==> config.mk <==
export PLATFORM = sky130hd
export DESIGN_NAME = e_stage_reg
export DESIGN_NICKNAME = d
export VERILOG_FILES = /design/src/rtl/e_stage_reg.sv
export SDC_FILE = /design/constraint.sdc
export NUM_CORES = 1
export LEC_CHECK = 0
export CORE_AREA = 3 3 141 143
export CTS_CLUSTER_DIAMETER = 100
export CTS_CLUSTER_SIZE = 14
export DETAILED_ROUTE_END_ITERATION = 6
export DIE_AREA = 0 0 144 146
export SLEW_MARGIN = 5
export SYNTH_ARGS = -nofsm -noshare
export SYNTH_HDL_FRONTEND = slang
export SYNTH_SLANG_ARGS = --single-unit
==> constraint.sdc <==
create_clock -name clk -period 1.8 [get_ports clk]
set_clock_uncertainty 0.15 [all_clocks]
set_input_delay 0.54 -clock clk [delete_from_list [all_inputs] [get_ports clk]]
set_output_delay 0.54 -clock clk [all_outputs]
set_load 0.005 [all_outputs]
==> src/rtl/e_stage_reg.sv <==
// Decode-to-execute pipeline register: one-cycle registered capture of D-stage fields into E.
// Stalls insert bubbles that keep the stalled PC/delay-slot flag for EPC; req flushes to the handler PC.
module e_stage_reg #(
  parameter logic [31:0] HANDLER_PC = 32'h0000_4180,
  parameter logic [31:0] RESET_PC   = 32'h0000_3000
) (
  input  logic        clk,
  input  logic        reset,
  input  logic        req,
  input  logic        stall,
  input  logic [31:0] d_pc,
  input  logic [31:0] d_instr,
  input  logic [31:0] d_rd1,
  input  logic [31:0] d_rd2,
  input  logic [31:0] d_imm,
  input  logic [3:0]  d_aluop,
  input  logic [3:0]  d_hiloop,
  input  logic [4:0]  d_wa,
  input  logic [1:0]  d_tnew,
  input  logic        d_bd,
  input  logic [4:0]  d_exccode,
  output logic [31:0] e_pc,
  output logic [31:0] e_instr,
  output logic [31:0] e_rd1,
  output logic [31:0] e_rd2,
  output logic [31:0] e_imm,
  output logic [3:0]  e_aluop,
  output logic [3:0]  e_hiloop,
  output logic [4:0]  e_wa,
  output logic [1:0]  e_tnew,
  output logic        e_bd,
  output logic [4:0]  e_exccode,
  output logic        e_valid
);

  typedef struct packed {
    logic [31:0] pc;
    logic [31:0] instr;
    logic [31:0] rd1;
    logic [31:0] rd2;
    logic [31:0] imm;
    logic [3:0]  aluop;
    logic [3:0]  hiloop;
    logic [4:0]  wa;
    logic [1:0]  tnew;
    logic        bd;
    logic [4:0]  exccode;
    logic        valid;
  } e_fields_t;

  e_fields_t r_e;
  e_fields_t w_nxt;
  logic      w_fault;

  assign w_fault = (d_exccode != 5'd0);

  always_comb begin
    w_nxt = '0;
    if (req) begin
      w_nxt.pc = HANDLER_PC;
    end else if (stall) begin
      // Bubble still carries the stalled instruction's PC and slot flag for EPC.
      w_nxt.pc = d_pc;
      w_nxt.bd = d_bd;
    end else begin
      w_nxt.pc      = d_pc;
      w_nxt.instr   = d_instr;
      w_nxt.rd1     = d_rd1;
      w_nxt.rd2     = d_rd2;
      w_nxt.imm     = d_imm;
      w_nxt.bd      = d_bd;
      w_nxt.exccode = d_exccode;
      w_nxt.valid   = 1'b1;
      // A faulting instruction must not start HILO work or write a GPR.
      if (!w_fault) begin
        w_nxt.aluop  = d_aluop;
        w_nxt.hiloop = d_hiloop;
        w_nxt.wa     = d_wa;
        w_nxt.tnew   = d_tnew;
      end
    end
  end

  always_ff @(posedge clk) begin
    if (reset) begin
      r_e    <= '0;
      r_e.pc <= RESET_PC;
    end else begin
      r_e <= w_nxt;
    end
  end

  assign e_pc      = r_e.pc;
  assign e_instr   = r_e.instr;
  assign e_rd1     = r_e.rd1;
  assign e_rd2     = r_e.rd2;
  assign e_imm     = r_e.imm;
  assign e_aluop   = r_e.aluop;
  assign e_hiloop  = r_e.hiloop;
  assign e_wa      = r_e.wa;
  assign e_tnew    = r_e.tnew;
  assign e_bd      = r_e.bd;
  assign e_exccode = r_e.exccode;
  assign e_valid   = r_e.valid;

endmodule

==> out/metrics.csv <==
stage,metric,value,unit
worst_setup_path,critPathCaptureType,flip-flop,
grt,grt_util_all_layers,0.151,
worst_setup_path,crit_required,1.96,ns
place,place.gp.congestion,0.759,
timing,setup_viol,0,
synthesis,synth_top_area_cell,dfxtp_1,
worst_setup_path,crit_fanout,15,
drt,drt_pass1_iterations,4,
drt,wire_per_inst,15.8,um
pwr,p_int,6.70,mW
pwr,seq_power_share,0.485,
place,io_buffers,366,
worst_setup_path,arrival,1.94,ns
grt,grt_pass1_wl,23800,um
timing,fin_crit_sh,0.989,
grt,grt_pass1_vias,4151,
hold_path,holdPathStages,3,
synthesis,synth_cell_types,12,
pwr,sw_frac_of_total,0.220,
synthesis,synth-main-ff-cell,dfxtp_1,
drt,drc,0,
synthesis,synth_area_leaders,"dfxtp_1 73%, and2_1 20%, buf_6 2.0%",
grt,grt_overflow,0,
clocking,path_clk_slew,0.07,ns
pwr,combPwrFrac,0.085,
floorplan,placementRows,50,
grt,antenna_found_initial,0,
timing,min_period,1.78,ns
timing,relSlewSlack,0.769,
clocking,h-tree-depth,4,
pwr,p_sw,1.88,mW
clocking,numCtsBuffers,17,
pwr,power_density,918,mW/mm^2
synthesis,ys_async_sr_fraction,0,
floorplan,die_width,144,um
pwr,vdd_drop_max,0.579,mV
timing,fin_ws,0.0202,ns
clocking,cts_root_buffer,clkbuf_16,
floorplan,io_pins,367,
drt,vias_per_cell,3.95,
synthesis,synth_xor_area_frac,0,
drt,drt_iter0_drc,79,
floorplan,coreArea,0.0187,mm^2
timing,grt_setup_unrepaired,yes,
finish,n_antenna_cell,0,
place,dp_cells,999,
finish,area_delta_synth_final,86.0,%
clocking,cts_buffer_depth,2,
clocking,ctsHoldBuffers,0,
finish,final_layout_size_suffix_gt1_frac,0.0615,
drt,vias,4069,
clocking,cts_tree,done,
synthesis,syn_nets,594,
synthesis,synthSimpleGateAreaFrac,0.228,
synthesis,synth_edf_count,0,
synthesis,netlist_area,0.00502,mm^2
synthesis,synth_cells,409,
synthesis,synthTopCellsByCount,"182 x dfxtp_1, 161 x and2_1, 16 x inv_1",
synthesis,synth_compound_area_frac,0.00299,
finish,final_cells,1031,
synthesis,ys_seq_elements,182,
synthesis,syn_area_per_cell,12.3,um^2
timing,final-hold-violation-count,0,
synthesis,yosysMostFrequentCell,dfxtp_1,
pwr,p_leak,4.56,nW
synthesis,yosysTopAreaCellShare,0.725,
flow_run,drv_cap,0,
floorplan,start_util,0.269,
clocking,cts.sinks,182,
drt,finalWirelength,16300,um
synthesis,ys_seq_area_frac,0.725,
hold_path,hold_class,in2reg,
timing,worst_pin_slew,0.346,ns
place,hpwl,13100,um
hold_path,holdPathEnd,e_hiloop[0]$_SDFF_PP0_,
synthesis,muxShareOfSynthArea,0,
synthesis,synthAdderAreaFrac,0,
grt,grt_start_max_net_pins,48,
timing,clock.fmax,562,MHz
timing,whs,0.500,ns
hold_path,hp-start,d_hiloop[0],
drt,ant_nets,0,
finish,nFillCells,1762,
finish,final_net_count,969,
place,pre_cts_ws,-0.409,ns
synthesis,synth_top_family_by_area,simple AND/OR/NAND/NOR gates,
floorplan,die-area,0.0210,mm^2
outcome,run_status,completed,
worst_setup_path,start_kind,primary input,
floorplan,fp.dieH,146,um
pwr,clkPwrFrac,0.430,
worst_setup_path,path_class,in2reg,
synthesis,yosys_warnings,0,
timing,drv_slew,0,
## power groups by stage
stage / Sequential, mW / Clock [mW] / Combinational, mW
4_1_cts: 4.16 / 3.80 / 0.744
2_1_floorplan: 4.28 / 0 / 0.130
5_1_grt: 4.17 / 3.99 / 0.793
6_report: 4.16 / 3.69 / 0.731
3_5_place_dp: 4.26 / 0 / 0.815
3_3_place_gp: 4.26 / 0 / 0.811
## kinds of logic after synthesis
kind of cell | Yosys count
simple gates | 186
compound gates | 2
buf+inv | 39
flops | 182
## flip-flops by register name (all words and copies together), names as in the netlist
signal	count
e_imm	32
e_instr	32
e_pc	32
e_rd1	32
e_rd2	32
e_exccode	5
e_wa	5
e_aluop	4
e_hiloop	4
e_tnew	2
e_bd	1
e_valid	1
## worst max-delay path, cell delays in order
cell	delay [ns]
clkdlybuf4s50_1	0.42
or3_1	0.45
buf_4	0.23
nor4_1	0.30
## worst max-delay path by stage
stage | startpoint | end | slack [ns] | depth (start not counted)
after floorplan | req | e_instr[0]$_SDFF_PP0_ | 0.14 | 6
after global placement | req | e_rd1[21]$_SDFF_PP0_ | -0.31 | 5
after detailed placement | req | e_aluop[0]$_SDFF_PP0_ | -0.41 | 4
after CTS | e_pc[9]$_SDFF_PP0_ | e_pc[9] | 0.01 | 1
after global routing | req | e_tnew[0]$_SDFF_PP0_ | -0.02 | 4
final | req | e_tnew[0]$_SDFF_PP0_ | 0.02 | 4
## metrics by stage
stage	power, mW	cell area (um^2)	util	TNS, ns
5_1_grt	8.95	9340	0.500	-0.0231
4_1_cts	8.70	9330	0.499	0
3_5_place_dp	5.08	8970	0.480	-48.73
3_3_place_gp	5.07	8970	0.480	-44.84
6_report	8.58	9340	0.500	0
2_1_floorplan	4.41	5020	-	0
## placed cells by master (no fill, tap or decap), drive strengths merged, types with 2 or more instances in the layout
cell type / Yosys / layout
a21o: 2 / 2
and2: 161 / 161
buf: 10 / 12
clkbuf: 12 / 21
clkdlybuf4s50: 0 / 184
clkinv: 1 / 2
clkinvlp: 0 / 3
dfxtp: 182 / 182
dlygate4sd2: 0 / 181
inv: 16 / 23
nor2: 7 / 7
nor4: 15 / 15
or3: 2 / 2
## timing repair
item	4_1_cts	5_1_grt
setup buffers	0	0
cloned	0	0
gates resized for setup	182	5
setup endpoints to repair	182	4
## routing by layer
metal  share of wire  GRT usage  vias up  routed length (um)
li1                -          -     1995                   -
met1            0.35      0.154     1811                5690
met2            0.50      0.255      234                8120
met3            0.13     0.0799       29                2060
met4           0.024     0.0654        0                 389
met5               0          0        -                   0
## layout make-up
class / count / area, um^2 / share of cell area
flip-flops and latches: 182 / 3640 / 0.390
multi-input cells: 188 / 1180 / 0.126
repair buffers: 378 / 3570 / 0.382
clock buffers: 20 / 457 / 0.0489
clock inverters: 12 / 130 / 0.0139
inverters: 17 / 68.8 / 0.00736
well taps: 234 / 293 / 0.0313
Power figures use the tool's default switching activity.
